$ cat src/rtl/fp16_addsub_seq_pkg.sv
// Shared constants, field layout and FSM encoding for the sequential half-precision add/sub.
package fp16_addsub_seq_pkg;

    localparam int EXP_W     = 5;
    localparam int MANT_W    = 10;
    localparam int MANT_I    = MANT_W + 1;
    localparam int SUM_W     = MANT_W + 2;
    localparam int ALIGN_CAP = 12;

    localparam int SIGN_BIT  = EXP_W + MANT_W;
    localparam int EXP_LSB   = MANT_W;

    localparam logic [EXP_W-1:0] EXP_MAX     = '1;
    localparam logic [EXP_W-1:0] EXP_ONE     = EXP_W'(1);
    localparam logic [EXP_W-1:0] ALIGN_CAP_E = EXP_W'(ALIGN_CAP);
    localparam logic [15:0]      FP_ZERO     = 16'h0000;

    typedef enum logic [2:0] {
        ST_IDLE   = 3'd0,
        ST_UNPACK = 3'd1,
        ST_ORDER  = 3'd2,
        ST_ALIGN  = 3'd3,
        ST_ADDSUB = 3'd4,
        ST_NORM   = 3'd5,
        ST_DONE   = 3'd6
    } state_t;

    function automatic logic [15:0] fp_inf(input logic s);
        return {s, EXP_MAX, {MANT_W{1'b0}}};
    endfunction

endpackage

$ cat src/rtl/fp16_addsub_seq_mant_cmp11.sv
// 11-bit mantissa comparator: ripple-carry x + ~y + 1, reports ge=1 when x-y is non-negative.
module fp16_addsub_seq_mant_cmp11
    import fp16_addsub_seq_pkg::*;
(
    input  logic [MANT_I-1:0] x,
    input  logic [MANT_I-1:0] y,
    output logic              ge
);

    logic [MANT_I:0] carry;
    logic            sign_bit;

    assign carry[0] = 1'b1;

    for (genvar i = 0; i < MANT_I; i++) begin : g_ripple
        assign carry[i+1] = (x[i] & ~y[i]) | (carry[i] & (x[i] ^ ~y[i]));
    end

    // Zero-extended operands: the extra top bit is 0 + 1 + carry-in.
    assign sign_bit = ~carry[MANT_I];
    assign ge       = ~sign_bit;

endmodule

$ cat src/rtl/fp16_addsub_seq.sv
// Multi-cycle IEEE half add/subtract: one op in flight, valid/ready on both sides.
//   state  | meaning
//   IDLE   | waiting for operands, in_ready high
//   UNPACK | split fields, flush zero-exponent operands, catch inf/NaN operands
//   ORDER  | pick larger magnitude, result sign, exponent difference
//   ALIGN  | shift smaller mantissa right one bit per cycle (or zero it past the cap)
//   ADDSUB | 12-bit mantissa add or subtract
//   NORM   | normalise one bit per cycle, detect overflow/underflow, pack result
//   DONE   | result held with out_valid until out_ready
module fp16_addsub_seq
    import fp16_addsub_seq_pkg::*;
(
    input  logic        clk,
    input  logic        reset,
    input  logic        in_valid,
    output logic        in_ready,
    input  logic [15:0] a,
    input  logic [15:0] b,
    input  logic        sub,
    output logic        out_valid,
    input  logic        out_ready,
    output logic [15:0] result,
    output logic        busy
);

    state_t state, state_nxt;

    logic [15:0]       a_r, b_r;
    logic              sub_r;
    logic              sign_a, sign_b, eff_sub, res_sign;
    logic [EXP_W-1:0]  exp_a, exp_b, exp_w, diff;
    logic [MANT_I-1:0] mant_a, mant_b, mant_l, mant_s;
    logic [SUM_W-1:0]  sum;

    logic              cmp_ge, is_special, a_is_l, norm_exit;
    logic [EXP_W-1:0]  diff_ord;

    fp16_addsub_seq_mant_cmp11 u_mant_cmp11 (
        .x  (mant_a),
        .y  (mant_b),
        .ge (cmp_ge)
    );

    always_comb begin
        is_special = (a_r[EXP_LSB +: EXP_W] == EXP_MAX) || (b_r[EXP_LSB +: EXP_W] == EXP_MAX);
        a_is_l     = (exp_a > exp_b) || ((exp_a == exp_b) && cmp_ge);
        diff_ord   = a_is_l ? (exp_a - exp_b) : (exp_b - exp_a);
        norm_exit  = sum[SUM_W-1] || (sum == '0) || sum[MANT_W] || (exp_w == EXP_ONE);
    end

    always_ff @(posedge clk) begin
        if (reset) state <= ST_IDLE;
        else       state <= state_nxt;
    end

    always_comb begin
        state_nxt = state;
        case (state)
            ST_IDLE:   if (in_valid) state_nxt = ST_UNPACK;
            ST_UNPACK: state_nxt = is_special ? ST_DONE : ST_ORDER;
            ST_ORDER:  state_nxt = (diff_ord != '0) ? ST_ALIGN : ST_ADDSUB;
            ST_ALIGN:  if ((diff >= ALIGN_CAP_E) || (diff == EXP_ONE)) state_nxt = ST_ADDSUB;
            ST_ADDSUB: state_nxt = ST_NORM;
            ST_NORM:   if (norm_exit) state_nxt = ST_DONE;
            ST_DONE:   if (out_ready) state_nxt = ST_IDLE;
            default:   state_nxt = ST_IDLE;
        endcase
    end

    always_comb begin
        in_ready  = (state == ST_IDLE);
        busy      = (state != ST_IDLE);
        out_valid = (state == ST_DONE);
    end

    always_ff @(posedge clk) begin
        if (reset) begin
            a_r      <= '0;
            b_r      <= '0;
            sub_r    <= 1'b0;
            sign_a   <= 1'b0;
            sign_b   <= 1'b0;
            eff_sub  <= 1'b0;
            res_sign <= 1'b0;
            exp_a    <= '0;
            exp_b    <= '0;
            exp_w    <= '0;
            diff     <= '0;
            mant_a   <= '0;
            mant_b   <= '0;
            mant_l   <= '0;
            mant_s   <= '0;
            sum      <= '0;
            result   <= FP_ZERO;
        end else begin
            case (state)
                ST_IDLE: begin
                    if (in_valid) begin
                        a_r   <= a;
                        b_r   <= b;
                        sub_r <= sub;
                    end
                end
                ST_UNPACK: begin
                    sign_a  <= a_r[SIGN_BIT];
                    sign_b  <= b_r[SIGN_BIT] ^ sub_r;
                    eff_sub <= a_r[SIGN_BIT] ^ b_r[SIGN_BIT] ^ sub_r;
                    exp_a   <= a_r[EXP_LSB +: EXP_W];
                    exp_b   <= b_r[EXP_LSB +: EXP_W];
                    mant_a  <= (a_r[EXP_LSB +: EXP_W] == '0) ? '0 : {1'b1, a_r[MANT_W-1:0]};
                    mant_b  <= (b_r[EXP_LSB +: EXP_W] == '0) ? '0 : {1'b1, b_r[MANT_W-1:0]};
                    if (is_special) begin
                        result <= (a_r[EXP_LSB +: EXP_W] == EXP_MAX) ? a_r
                                  : {b_r[SIGN_BIT] ^ sub_r, b_r[SIGN_BIT-1:0]};
                    end
                end
                ST_ORDER: begin
                    res_sign <= a_is_l ? sign_a : sign_b;
                    exp_w    <= a_is_l ? exp_a  : exp_b;
                    mant_l   <= a_is_l ? mant_a : mant_b;
                    mant_s   <= a_is_l ? mant_b : mant_a;
                    diff     <= diff_ord;
                end
                ST_ALIGN: begin
                    if (diff >= ALIGN_CAP_E) begin
                        mant_s <= '0;
                        diff   <= '0;
                    end else begin
                        mant_s <= mant_s >> 1;
                        diff   <= diff - 1'b1;
                    end
                end
                ST_ADDSUB: begin
                    sum <= eff_sub ? ({1'b0, mant_l} - {1'b0, mant_s})
                                   : ({1'b0, mant_l} + {1'b0, mant_s});
                end
                ST_NORM: begin
                    // Packing happens on the exit cycle so DONE only has to hold the value.
                    if (sum[SUM_W-1]) begin
                        if (exp_w == EXP_MAX - 1'b1) result <= fp_inf(res_sign);
                        else result <= {res_sign, exp_w + 1'b1, sum[MANT_W:1]};
                    end else if ((sum == '0) || (!sum[MANT_W] && (exp_w == EXP_ONE))) begin
                        result <= FP_ZERO;
                    end else if (sum[MANT_W]) begin
                        result <= {res_sign, exp_w, sum[MANT_W-1:0]};
                    end else begin
                        sum   <= sum << 1;
                        exp_w <= exp_w - 1'b1;
                    end
                end
                default: ;
            endcase
        end
    end

endmodule

$ cat config.mk
export PLATFORM = sky130hd
export DESIGN_NAME = fp16_addsub_seq
export DESIGN_NICKNAME = d
export VERILOG_FILES = /design/src/rtl/fp16_addsub_seq_pkg.sv /design/src/rtl/fp16_addsub_seq_mant_cmp11.sv /design/src/rtl/fp16_addsub_seq.sv
export SDC_FILE = /design/constraint.sdc
export NUM_CORES = 1
export LEC_CHECK = 0
export ABC_CLOCK_PERIOD_IN_PS = 2800
export CORE_MARGIN = 5
export CORE_UTILIZATION = 47
export DETAILED_ROUTE_END_ITERATION = 10
export PLACE_DENSITY = 0.69
export SYNTH_ARGS = -nofsm -noshare
export SYNTH_HDL_FRONTEND = slang
export SYNTH_SLANG_ARGS = --single-unit
export TNS_END_PERCENT = 10
$ cat constraint.sdc
create_clock -name clk -period 2.8 [get_ports clk]
set_clock_uncertainty 0.2 [all_clocks]
set_input_delay 0.28 -clock clk [delete_from_list [all_inputs] [get_ports clk]]
set_output_delay 0.28 -clock clk [all_outputs]
set_load 0.05 [all_outputs]
* Word level (Yosys, flattened, before mapping)
Cells that the tools add are included.
** Operators by class
- Add/sub/neg operators :: 7
- Order comparisons :: 2
- Equality and inequality tests :: 21
- Mux-type cells :: 34
- Bitwise logic cells :: 57
- Reduce and logical (&&, ||, !) cells :: 26
** Operators by type and width (count)
- 16-bit 2-to-1 mux :: 5
- 11-bit 2-to-1 mux :: 6
- 16-bit case mux with 2 select lines :: 1
- 5-bit 2-to-1 mux :: 6
- 12-bit 2-to-1 mux :: 2
- 12-bit case mux with 2 select lines :: 1
- 11-bit case mux with 2 select lines :: 1
- 1-bit AND :: 21
- 3-bit case mux with 7 select lines :: 1
- 5-bit case mux with 2 select lines :: 2
- 3-bit 2-to-1 mux :: 6
- 5-bit equality test (second input constant) :: 3
- 15-bit 2-to-1 mux :: 1
- 2-bit inequality test (second input constant) :: 7
- 1-bit bitwise XOR :: 14
- 11-bit by 11-bit adder with 12-bit output :: 1
- 12-bit zero test :: 1
- 4-bit AND reduction :: 3
- 11-bit by 11-bit subtractor with 12-bit output :: 1
- 1-bit NOT :: 11
- 1-bit bitwise OR :: 11
- 5-bit by 1-bit equality test with 1-bit output (second input constant) :: 2
- 5-bit zero test :: 2
- 10-bit 2-to-1 mux :: 1
- other kinds (21) :: 37
** Word-level totals
- Flip-flop bits (word level) :: 132
- Word-level logic and storage cells :: 167

* Longest topological paths before layout
- Depth in word-level cells :: 29
- Gate-level depth with buffers :: 13

* Hierarchy
A second synthesis with hierarchy kept.
** Second synthesis, totals
- Cell total of the unflattened synthesis :: 909
- Area total of the unflattened synthesis :: 7235.7 µm²
** By module, submodules not included
- fp16_addsub_seq :: times used 1, cells each 877, area each 6988.0 µm², seq. area each 2642.5 µm²
- fp16_addsub_seq_mant_cmp11 :: times used 1, cells each 32, area each 247.7 µm², seq. area each 0.0 µm²

* Least setup slack after synthesis
No wires, ideal clock.
- Path kind :: register -> register
- Start point :: register eff_sub
- End point :: register sum[11]
- Setup time :: 0.115 ns
- Arrival time :: 2.642 ns
- Data required time :: 2.485 ns
- Path slack :: -0.156 ns
- Cell stages (with the launch flop) :: 11
- Path buffers :: 1
- Clock period less this slack :: 2.956 ns
- Cell sequence :: dfxtp_1 -> clkbuf_1 -> mux2i_1 -> ha_1 -> nor2b_1 -> o21a_1 -> o21ai_1 -> a211oi_1 -> a2111oi_2 -> a2111oi_0 -> a2111oi_0
** Between the ends
- Longest elaborated chain between the ends :: 2
** RTL lines
- start: declaration :: line fp16_addsub_seq.sv:30 : logic sign_a, sign_b, eff_sub, res_sign;
- start signal: assignment :: line fp16_addsub_seq.sv:107 : eff_sub <= a_r[SIGN_BIT] ^ b_r[SIGN_BIT] ^ sub_r;
- 12-bit 2-to-1 mux :: line fp16_addsub_seq.sv:134 : sum <= eff_sub ? ({1'b0, mant_l} - {1'b0, mant_s})
- 12-bit case mux with 2 select lines :: line fp16_addsub_seq.sv:96 : case (state)
- end signal: assignment :: line fp16_addsub_seq.sv:134
- end signal: assignment :: line fp16_addsub_seq.sv:147 : sum <= sum << 1;
- end: declaration :: line fp16_addsub_seq.sv:33 : logic [SUM_W-1:0] sum;
No other way between the ends.
A chain may end at the register's enable or synchronous reset.

* Final worst setup path
- Start point :: register mant_s[1]
- End point :: register sum[9]
** Between the ends
- Longest elaborated chain between the ends :: 3
** RTL lines
- start: declaration :: line fp16_addsub_seq.sv:32 : logic [MANT_I-1:0] mant_a, mant_b, mant_l, mant_s;
- start signal: assignment :: line fp16_addsub_seq.sv:121 : mant_s <= a_is_l ? mant_b : mant_a;
- start signal: assignment :: line fp16_addsub_seq.sv:129 : mant_s <= mant_s >> 1;
- 11-bit by 11-bit adder with 12-bit output or 11-bit by 11-bit subtractor with 12-bit output (tied branches) :: line fp16_addsub_seq.sv:135, fp16_addsub_seq.sv:134
- 12-bit 2-to-1 mux * :: line fp16_addsub_seq.sv:134
- 12-bit case mux with 2 select lines * :: line fp16_addsub_seq.sv:96
Mark *: on every way between the ends. The rest lies on a longest branch, timed or not.

==> impl_metrics.tcl <==
set metrics [dict create \
    cp.arrival_ns 2.98 \
    grt_overflow 0 \
    rsz0062_at_grt "true" \
    vias 7209 \
    critical_path_required_ns 2.90 \
    cp-start-kind "flip-flop" \
    setup_viol_count_final 2 \
    die_h_um 135.9 \
    synth_top_area_share_pct 35.47 \
    stdcell_area_mm2 0.009449 \
    cts.hold.buffers_added 0 \
    num_antenna_cells 0 \
    cts_root_buffer "clkbuf_16" \
    p_leak_uw 0.003684 \
    violations "setup timing" \
    worstMarginPinSlew_ns 1.079 \
    drtAntennaViolNets 0 \
    clock.fmax_mhz 347.9 \
    grt_first_pass_wirelength_um 34270 \
    cap_violations 0 \
    wl_met2_um 9732 \
    setup.worst_path.class "flip-flop to flip-flop" \
    grt_use_total_pct 23.60 \
    port_buffers 55 \
    yosysUniqueCellTypes 71 \
    wire_per_inst_um 16.94 \
    htree_levels 4 \
    synth.yosys.seq_area_share_pct 35.47 \
    die_area_mm2 0.01847 \
    path_max_fanout 3 \
    dp.final_hpwl_um 16360 \
    grt_pass1_vias 6481 \
    core_area_mm2 0.01571 \
    gp_congestion 0.9255 \
    worst_slack_ns -0.07424 \
    cp-end-kind "flip-flop" \
    hold_violations 0 \
    min_path_type "primary input to flip-flop" \
    drtIter0Drc 765 \
    yosys_warnings 0 \
    maxSlewViolCount 0 \
    cts_tree "done" \
    synth_ff_type "dfxtp_1" \
    cts.sinks 132 \
    insertion_delay_ns 0.43 \
    wl_met3_um 1227 \
    viasPerCell 5.659 \
    vdd_drop_max_v 0.0005705 \
    cts_buffers 17 \
    rows 46 \
    layout.cells.non_filler 1274 \
    rrSetupSlack_ns -0.07 \
    grt_max_degree 41 \
    drive_gt1_share_pct 14.56 \
    dp_worst_setup_slack_ns -0.1212 \
    avgSynthCellArea_um2 7.867 \
    synth_top_area_cell "dfxtp_1" \
    maxSlewHeadroom_pct 28.10 \
    synthTopCellsByArea "dfxtp_1 35%, nand2_1 7.3%, ha_1 6.4%, nor2_1 5.7%, a21oi_1 5.6%" \
    ys_ff_latch 132 \
    nNetsFinal 1123 \
    top_layer "met4" \
    wl_met1_um 10000 \
    wl_um 21580 \
    synthArstFlopShare_pct 0 \
    cts.path.max_buffers 2 \
    drtPass1Iterations 6 \
    synthCells 947 \
    fin_crit_sh_pct 102.7 \
    power_density_mw_per_mm2 1152 \
    dp.cells 1240 \
    io_pins 56 \
    synth_edf_count 0 \
    drc 0 \
    syn2layout_area_growth_pct 26.84 \
    dieWidth_um 135.9 \
    floorplan.initialDensity_pct 47.41 \
    status "finished with violations" \
    clk_pin_slew_worst_paths_ns 0.07 \
    syn_nets 1025 \
    place_area_mm2 0.008690 \
    antenna_found_initial 0 \
    period_minus_slack_ns 2.874 \
    synth_area_mm2 0.007450 \
]
-- cells in the mapped netlist, drive strengths merged, types with 11 or more instances --
library cell and n:
ha 38, o21ai 35, nand2 145, mux2i 29, nor2 114, inv 48, nor3 18, clkbuf 49
a211oi 39, nand3 14, a21oi 84, dfxtp 132, a222oi 11, xnor2 16, a22oi 23
-- layer usage --
layer / GRT usage (%) / vias up
li1: - / 3574
met2: 36.95 / 248
met5: 0 / -
met3: 4.626 / 35
met1: 32.48 / 3352
met4: 8.399 / 0
-- sequential cells by signal (all words and copies together), names as in the netlist --
signal    count
mant_b       11
diff          5
sub_r         1
sum          12
mant_s       11
state         3
sign_b        1
result       16
exp_b         5
mant_l       11
res_sign      1
b_r          16
mant_a       11
exp_w         5
exp_a         5
sign_a        1
eff_sub       1
a_r          16
-- cell type report --
cell class | instances | area (um^2)
fill | 1415 | 6264
multi-input combinational | 708 | 4549
sequential | 132 | 2646
timing repair buffer | 138 | 1184
clock buffer | 17 | 425.4
tap | 216 | 270.3
clock inverter | 15 | 193.9
inverter | 48 | 180.2
-- power by group --
| part | leakage (uW) | switching, uW | total (uW) | internal, uW |
|---|---|---|---|---|
| clock | 0.000293 | 920 | 2340 | 1420 |
| combinational | 0.00232 | 3310 | 5980 | 2670 |
| sequential | 0.00107 | 359 | 2560 | 2200 |
-- path summary, 6_finish.rpt --
kind	start	end	cells after the start
min reg2reg	result[14]	result[14]	2
max reg2reg	mant_s[1]	sum[9]	14
min	reset	mant_b[3]	2
max	mant_s[1]	sum[9]	14
-- repair_timing --
item,in CTS,in global routing
buffers inserted,2,1
endpoints found under the setup margin,6,19
resized for setup,14,14
pin swaps,9,5
-- cells by family (layout without fill, tap and decap cells) --
| group | Yosys count | in the layout | share of synthesized area, % |
|---|---|---|---|
| compound gates | 264 | 264 | 24.22 |
| xor+xnor | 19 | 19 | 2.234 |
| fa+ha+maj | 41 | 41 | 7.189 |
| buf+inv | 107 | 218 | 5.643 |
| flops | 132 | 132 | 35.47 |
| mux | 30 | 30 | 4.048 |
| simple gates | 354 | 354 | 21.20 |
-- placed cells by master, fill, tap and decap left out, types with 6 or more instances in the layout --
cell type          n
ha_1              37
nand2_1          145
nor2_1           110
clkdlybuf4s50_1   54
clkbuf_16         17
a2bb2oi_1         10
a22oi_1           23
nand3_1           13
buf_4             83
xnor2_1           16
mux2i_1           27
nor3_1            14
nor4_1             9
a21oi_1           81
nand2b_1           7
and3_1             9
inv_1             44
a31oi_1            7
a211oi_1          37
o21ai_1            6
nor2b_1            9
o21ai_0           28
a222oi_1          11
a311oi_1           6
dfxtp_1          129
-- metrics by stage --
step	total power (uW)	TNS, ns	hold slack [ns]	util (%)
after floorplan	6458	-0.002791	0.2160	-
after global placement	8112	0	0.2426	55.30
after detailed placement	8176	-0.1739	0.2507	55.30
after CTS	10670	-0.006065	0.06926	59.68
after global routing	11600	-1.085	0.08123	60.14
final	10890	-0.08597	0.08373	60.14
-- worst max-delay path, stage by stage (launching register included) --
cell and delay (ns):
dfxtp_2 0.33, inv_2 0.07, ha_4 0.15, nand2b_4 0.06, nor4_4 0.24, buf_4 0.16, nor2_1 0.04, xnor2_1 0.13
ha_1 0.34, nand3_2 0.11, a211oi_4 0.06, a2111oi_4 0.45, buf_4 0.19, xor2_1 0.15, a21oi_1 0.08
Note: power is estimated with default switching activity, not from simulation.
